==> src/rtl/recording_playback_if.sv <==
// Read port of the recorder's sync-read run memory.
// Each word is {level, duration}; data is valid the cycle after rd_en.
interface recording_playback_if #(
    parameter int unsigned ADDR_W = 6,
    parameter int unsigned DUR_W  = 16
);
    logic              rd_en;
    logic [ADDR_W-1:0] rd_addr;
    logic [DUR_W:0]    rd_data;

    // Playback side drives the read strobe and address.
    modport master (
        output rd_en,
        output rd_addr,
        input  rd_data
    );

    // Memory side returns the stored run word.
    modport slave (
        input  rd_en,
        input  rd_addr,
        output rd_data
    );
endinterface

==> src/rtl/recording_playback.sv <==
// Switch waveform playback: walks the recorded run list and regenerates the
// switch level tick-accurately, prefetching the next run during the current one.
module recording_playback #(
    parameter int unsigned DUR_W  = 16,
    parameter int unsigned ADDR_W = 6
) (
    input  logic                 Div_CLK,
    input  logic                 Rst_n,
    input  logic                 start,
    input  logic                 stop,
    input  logic                 loop,
    input  logic [ADDR_W:0]      rec_len,
    recording_playback_if.master mem,
    output logic                 play_switch,
    output logic                 busy,
    output logic                 done
);

    typedef enum logic [1:0] {
        IDLE,
        FETCH0,
        LOAD0,
        PLAY
    } state_t;

    localparam logic [ADDR_W:0]  LEN_MAX = {1'b1, {ADDR_W{1'b0}}};
    localparam logic [ADDR_W:0]  LEN_ONE = (ADDR_W+1)'(1);
    localparam logic [DUR_W-1:0] MIN_DUR = DUR_W'(2);
    localparam logic [DUR_W-1:0] DUR_ONE = DUR_W'(1);

    state_t state, state_nx;

    logic [ADDR_W:0]   len_q,     len_d;
    logic [ADDR_W-1:0] idx_q,     idx_d;
    logic [DUR_W-1:0]  cnt_q,     cnt_d;
    logic [DUR_W:0]    nbuf_q,    nbuf_d;
    logic              pend_q,    pend_d;
    logic              pf_q,      pf_d;
    logic              rd_en_q,   rd_en_d;
    logic [ADDR_W-1:0] rd_addr_q, rd_addr_d;
    logic              play_q,    play_d;
    logic              done_q,    done_d;

    logic [ADDR_W:0]   len_in;
    logic              last_entry;
    logic              nlast;
    logic              cnt_end;
    logic              wrap_ok;
    logic              pf0;
    logic [ADDR_W-1:0] nidx;
    logic [DUR_W:0]    src;

    // Runs shorter than two ticks are stretched so the prefetch always lands in time.
    function automatic logic [DUR_W-1:0] eff_dur(input logic [DUR_W-1:0] d);
        return (d < MIN_DUR) ? MIN_DUR : d;
    endfunction

    function automatic logic [ADDR_W-1:0] wrap_next(input logic [ADDR_W-1:0] i,
                                                    input logic [ADDR_W:0]   n);
        return ({1'b0, i} == n - LEN_ONE) ? '0 : i + ADDR_W'(1);
    endfunction

    assign len_in     = (rec_len > LEN_MAX) ? LEN_MAX : rec_len;
    assign last_entry = ({1'b0, idx_q} == len_q - LEN_ONE);
    assign nidx       = wrap_next(idx_q, len_q);
    assign nlast      = ({1'b0, nidx} == len_q - LEN_ONE);
    assign cnt_end    = (cnt_q == DUR_ONE);
    // Wrapping needs the entry-0 prefetch to have been issued at the start of the
    // last entry; if loop was low then, the pass ends even if loop rises later.
    assign wrap_ok    = loop && pf_q;
    assign pf0        = (len_q != LEN_ONE) || loop;
    // Next run comes straight off the bus when it arrives in the final cycle
    // (two-tick runs), otherwise from the prefetch buffer.
    assign src        = pend_q ? mem.rd_data : nbuf_q;

    assign mem.rd_en   = rd_en_q;
    assign mem.rd_addr = rd_addr_q;
    assign play_switch = play_q;
    assign done        = done_q;
    assign busy        = (state != IDLE);

    // State register.
    always_ff @(posedge Div_CLK or negedge Rst_n) begin
        if (!Rst_n) state <= IDLE;
        else        state <= state_nx;
    end

    // Next-state logic; stop overrides every transition.
    always_comb begin
        state_nx = state;
        if (stop) begin
            state_nx = IDLE;
        end else begin
            unique case (state)
                IDLE:    if (start && (len_in != '0)) state_nx = FETCH0;
                FETCH0:  state_nx = LOAD0;
                LOAD0:   state_nx = PLAY;
                PLAY:    if (cnt_end && last_entry && !wrap_ok) state_nx = IDLE;
                default: state_nx = IDLE;
            endcase
        end
    end

    // Output and datapath next values.
    always_comb begin
        len_d     = len_q;
        idx_d     = idx_q;
        cnt_d     = cnt_q;
        nbuf_d    = nbuf_q;
        pend_d    = rd_en_q;
        pf_d      = pf_q;
        rd_en_d   = 1'b0;
        rd_addr_d = rd_addr_q;
        play_d    = play_q;
        done_d    = 1'b0;
        if (stop) begin
            pend_d = 1'b0;
            play_d = 1'b0;
        end else begin
            unique case (state)
                IDLE: begin
                    play_d = 1'b0;
                    if (start) begin
                        if (len_in == '0) begin
                            done_d = 1'b1;
                        end else begin
                            len_d     = len_in;
                            idx_d     = '0;
                            rd_en_d   = 1'b1;
                            rd_addr_d = '0;
                        end
                    end
                end
                FETCH0: begin
                end
                LOAD0: begin
                    play_d    = mem.rd_data[DUR_W];
                    cnt_d     = eff_dur(mem.rd_data[DUR_W-1:0]);
                    idx_d     = '0;
                    pf_d      = pf0;
                    rd_en_d   = pf0;
                    rd_addr_d = wrap_next('0, len_q);
                end
                PLAY: begin
                    if (pend_q) nbuf_d = mem.rd_data;
                    if (cnt_end) begin
                        if (last_entry && !wrap_ok) begin
                            play_d = 1'b0;
                            done_d = 1'b1;
                        end else begin
                            idx_d     = nidx;
                            play_d    = src[DUR_W];
                            cnt_d     = eff_dur(src[DUR_W-1:0]);
                            pf_d      = !nlast || loop;
                            rd_en_d   = !nlast || loop;
                            rd_addr_d = wrap_next(nidx, len_q);
                        end
                    end else begin
                        cnt_d = cnt_q - DUR_ONE;
                    end
                end
                default: begin
                end
            endcase
        end
    end

    // Datapath and registered outputs.
    always_ff @(posedge Div_CLK or negedge Rst_n) begin
        if (!Rst_n) begin
            len_q     <= '0;
            idx_q     <= '0;
            cnt_q     <= '0;
            nbuf_q    <= '0;
            pend_q    <= 1'b0;
            pf_q      <= 1'b0;
            rd_en_q   <= 1'b0;
            rd_addr_q <= '0;
            play_q    <= 1'b0;
            done_q    <= 1'b0;
        end else begin
            len_q     <= len_d;
            idx_q     <= idx_d;
            cnt_q     <= cnt_d;
            nbuf_q    <= nbuf_d;
            pend_q    <= pend_d;
            pf_q      <= pf_d;
            rd_en_q   <= rd_en_d;
            rd_addr_q <= rd_addr_d;
            play_q    <= play_d;
            done_q    <= done_d;
        end
    end

endmodule
==> src/flat_wrapper.sv <==
// flat-port wrapper written by rule: the top's interface ports become plain ports
module recording_playback_flat 
#(
    parameter int unsigned DUR_W  = 16,
    parameter int unsigned ADDR_W = 6
)
  (Div_CLK, Rst_n, start, stop, loop, rec_len, play_switch, busy, done, mem_rd_en, mem_rd_addr, mem_rd_data);
  recording_playback_if #(.ADDR_W(ADDR_W), .DUR_W(DUR_W)) mem_i ();
  input  logic Div_CLK;
  input  logic Rst_n;
  input  logic start;
  input  logic stop;
  input  logic loop;
  input  logic [ADDR_W:0] rec_len;
  output logic play_switch;
  output logic busy;
  output logic done;
  output wire logic [$bits(mem_i.rd_en)-1:0] mem_rd_en;
  output wire logic [$bits(mem_i.rd_addr)-1:0] mem_rd_addr;
  input wire logic [$bits(mem_i.rd_data)-1:0] mem_rd_data;
  assign mem_rd_en = mem_i.rd_en;
  assign mem_rd_addr = mem_i.rd_addr;
  assign mem_i.rd_data = mem_rd_data;
  recording_playback #(.DUR_W(DUR_W), .ADDR_W(ADDR_W)) u_core (.Div_CLK(Div_CLK), .Rst_n(Rst_n), .start(start), .stop(stop), .loop(loop), .rec_len(rec_len), .mem(mem_i), .play_switch(play_switch), .busy(busy), .done(done));
endmodule
==> config.mk <==
export PLATFORM = sky130hd
export DESIGN_NAME = recording_playback_flat
export DESIGN_NICKNAME = d
export VERILOG_FILES = /design/src/rtl/recording_playback_if.sv /design/src/rtl/recording_playback.sv /design/src/flat_wrapper.sv
export SDC_FILE = /design/constraint.sdc
export NUM_CORES = 1
export LEC_CHECK = 0
export BUFFER_PORTS_ARGS = -buffer_cell sky130_fd_sc_hd__buf_4
export CAP_MARGIN = 30
export CORE_MARGIN = 1.5
export CORE_UTILIZATION = 55
export CTS_BUF_LIST = sky130_fd_sc_hd__clkbuf_4 sky130_fd_sc_hd__clkbuf_8
export DETAILED_ROUTE_END_ITERATION = 7
export GPL_TIMING_DRIVEN = 0
export PLACE_DENSITY_LB_ADDON = 0.05
export SLEW_MARGIN = 10
export SYNTH_ARGS = -nofsm -noshare
export SYNTH_HDL_FRONTEND = slang
export SYNTH_SLANG_ARGS = --single-unit
==> constraint.sdc <==
create_clock -name Div_CLK -period 2.45 [get_ports Div_CLK]
set_input_delay 0.6125 -clock Div_CLK [delete_from_list [all_inputs] [get_ports Div_CLK]]
set_output_delay 0.6125 -clock Div_CLK [all_outputs]
set_load 0.01 [all_outputs]
==> key figures <==
Finish
  – Final Core Density: 70.7%
  – Final Non-Filler Cells: 593
  – Final net count: 529
  – Post-Layout Inst Area: 5080 um2
  – Layout-stage area growth over the synthesis result: 25.2%
  – Multi-input gate area: 2630 um2
  – Layout cells sized above 1: 32.8%
  – # diodes: 0
  – Filler cell count: 563
  – Reg area: 1480 um2

Floorplanning
  – Core area: 7180 um2
  – Die area: 7890 um2
  – Die Ht: 88.9 um
  – Initial core utilization: 56.5%
  – Number of cell rows: 31
  – I/O pins: 39
  – Chip width: 88.9 um

CTS
  – Worst skew pair latency: around 0.34 ns
  – CTS root buf: clkbuf_8
  – TritonCTS buffer count: 9
  – CTS max path bufs: 2
  – Clk slew on worst S/H paths: ~0.07 ns
  – Sink Count: roughly 60
  – CTS H-tree depth: 3
  – CTS tree: done

Logic synthesis
  – Post-synth top cells: 59 x dfrtp_1, 30 x nand2_1, 29 x mux2_2, 29 x nor2_1, 26 x o21ai_0
  – Cell count after synthesis: between 400 and 500
  – Top FF cell, synth: dfrtp_1
  – Mapped Area: a little over 4000 um2
  – Syn avg cell area: 9.70 um2
  – Synth top area share: a little over a third
  – Area leader, netlist: dfrtp_1
  – Yosys warns: 0
  – Top post-synthesis cells by area: dfrtp_1 36%, mux2_2 8.1%, xnor2_1 4.1%
  – Count leader, synth: dfrtp_1
  – Post-synthesis sequential area ratio: 36.4%
  – Number of synthesized register bits: 59
  – Synth unique cells: between 60 and 70
  – Async SR Flop Fraction: 100%
  – Post-synth EDFFs: 0
  – Syn_nets: between 400 and 500

Pwr
  – Post-layout power: roughly 0.0055 W
  – Leakage power: 2.16 nW
  – VDD IR max: about 0.00065 V
  – Pwr dens: 1090 nW/um2

STA
  – RSZ-0062 raised after global routing: yes
  – Minimum clock period: 2.53 ns
  – Endpoints failing hold: 0
  – FMAX: 395 MHz
  – Setup Skew: 0.00977 ns
  – WHS: between 0.3 and 0.4 ns
  – Worst Tran Pin Value: between 0.7 and 0.8 ns
  – Slew margin rel.: roughly half
  – Final Setup Violations: 21
  – Pins Over Slew Limit: 0
  – Period utilisation layout: 103%
  – PnR worst setup slack: -0.0789 ns

Run status
  – Failing checks: setup timing
  – Status: complete, but fails checks

Critical path
  – CP endpoint kind: register
  – Launch point of the worst reg-to-reg path: u_core.idx_q[0]
  – Crit Path Category: reg2reg
  – CP required: 2.68 ns
  – Depth of the most critical reg-to-reg path: 9
  – CP startpoint kind: register
  – CP arrival: 2.76 ns
  – Setup slack, reg-to-reg: -0.08 ns
  – Reg2Reg Capture Point: u_core.pf_q
  – Crit Path Max Fanout: 8

Global routing
  – Initial antenna violation count: 0
  – First-pass GRT wire length: 16.9 mm
  – GRT Util Overall: 28.7%
  – Vias in the first global route: 3482
  – Largest net degree at the start of global routing: 60
  – Grt ovf: 0

Place
  – DP Cell Count: 554
  – Post-DP HPWL: 7.62 mm
  – Placed cell areas: ~4500 um2
  – Routability cong.: 0.902
  – IO buf count: 37

Routing
  – Met2 routed WL: a little over 5 mm
  – DR vias: 3553
  – First DRT Iteration DRCs: 236
  – Metal1 wirelength: 5.05 mm
  – Metal3 WL: 535 um
  – Uppermost layer routed: met4
  – DR WL/cell: 18.2 um
  – TritonRoute pass-1 iters: 4
  – Final WL: 10.8 mm
  – Antenna viol nets, final: 0
  – Vias per cell: 5.99
  – Residual DRC: 0

Job
  – Max cap viols: 0

Worst hold path
  – Hold Crit Class: in2async
## worst max-delay path by stage
stage               startpoint               endpoint  slack [ns]  depth (start not counted)
2_1_floorplan       rec_len[3]  u_core.mem.rd_addr[0]        0.01                          7
3_3_place_gp   u_core.len_q[0]        u_core.cnt_q[1]       -0.37                         10
3_5_place_dp   u_core.len_q[0]        u_core.cnt_q[1]       -0.44                         10
4_1_cts        u_core.len_q[0]            u_core.pf_q       0.002                         11
5_1_grt        u_core.idx_q[0]       u_core.mem.rd_en       -0.18                          9
6_report       u_core.idx_q[0]            u_core.pf_q       -0.08                          9
## worst max-delay path, cell delays in order (launching register included)
cell,delay [ns]
dfrtp_2,0.47
ha_1,0.31
nand3_1,0.17
xnor2_2,0.23
a221oi_2,0.34
o211ai_1,0.14
mux2i_1,0.15
nand3b_1,0.17
buf_6,0.18
o31a_1,0.27
## logic make-up after synthesis
| logic type | count (synthesis) | share of synthesized area [%] |
|---|---|---|
| flip-flops | 59 | 36.4 |
| AO/OA/AOI/OAI | 90 | 14.9 |
| buffers and inverters | 36 | 4.14 |
| multiplexers | 45 | 13.1 |
| XOR/XNOR | 30 | 7.16 |
| adder cells (fa/ha/maj) | 11 | 3.40 |
| AND/OR/NAND/NOR | 147 | 20.9 |
## cells in the final DEF (no fill, tap or decap), types with 10 or more instances in the layout
cell type   n
buf_4      56
mux2_2     21
nor4_1     11
dfrtp_1    57
o21ai_0    25
mux2_4     17
nor2_1     28
a21oi_1    13
xnor2_1    17
nand2_1    30
clkbuf_1   10
inv_1      15
nand3b_1   13
## timing repair
item,in CTS,in global routing
buffers inserted,21,4
resized for setup,25,33
hold endpoints to repair,0,0
hold buffers,0,0
setup endpoints to repair,32,38
pin swaps,11,15
## power by group
group,switching [W],total [W],leakage [nW],internal [W]
combinational,0.00148,0.00310,1.30,0.00162
clock,0.000404,0.000766,0.0887,0.000362
sequential,0.000383,0.00165,0.770,0.00127
total,0.00227,0.00552,2.16,0.00325
## area by class of cell
class                           count  area share (%)
Buffer                             18            2.27
Clock buffer                        9            2.44
Clock inverter                      7           0.887
Inverter                           17            1.31
Multi-Input combinational cell    323            51.8
Sequential cell                    59            29.1
Tap cell                           99            2.44
Timing Repair Buffer               61            9.74
## metal layers
metal,up-vias,GRT usage [%]
met5,-,0
met4,0,11.5
met3,17,5.78
met2,96,45.2
met1,1764,38.6
li1,1676,-
## metrics by stage
stage                     TNS, ns  setup WS, ns
after global placement      -9.04        -0.372
final                      -0.583       -0.0789
after floorplan                 0        0.0120
after detailed placement   -10.72        -0.444
after CTS                       0       0.00158
after global routing        -3.36        -0.180
## registers in the layout, indices dropped and copies added, names as in the netlist, 2 cells and up
signal	cells
u_core.cnt_q	16
u_core.mem.rd_addr	6
u_core.idx_q	6
u_core.len_q	7
u_core.nbuf_q	17
u_core.state	2
Note: power is estimated with default switching activity, not from simulation.
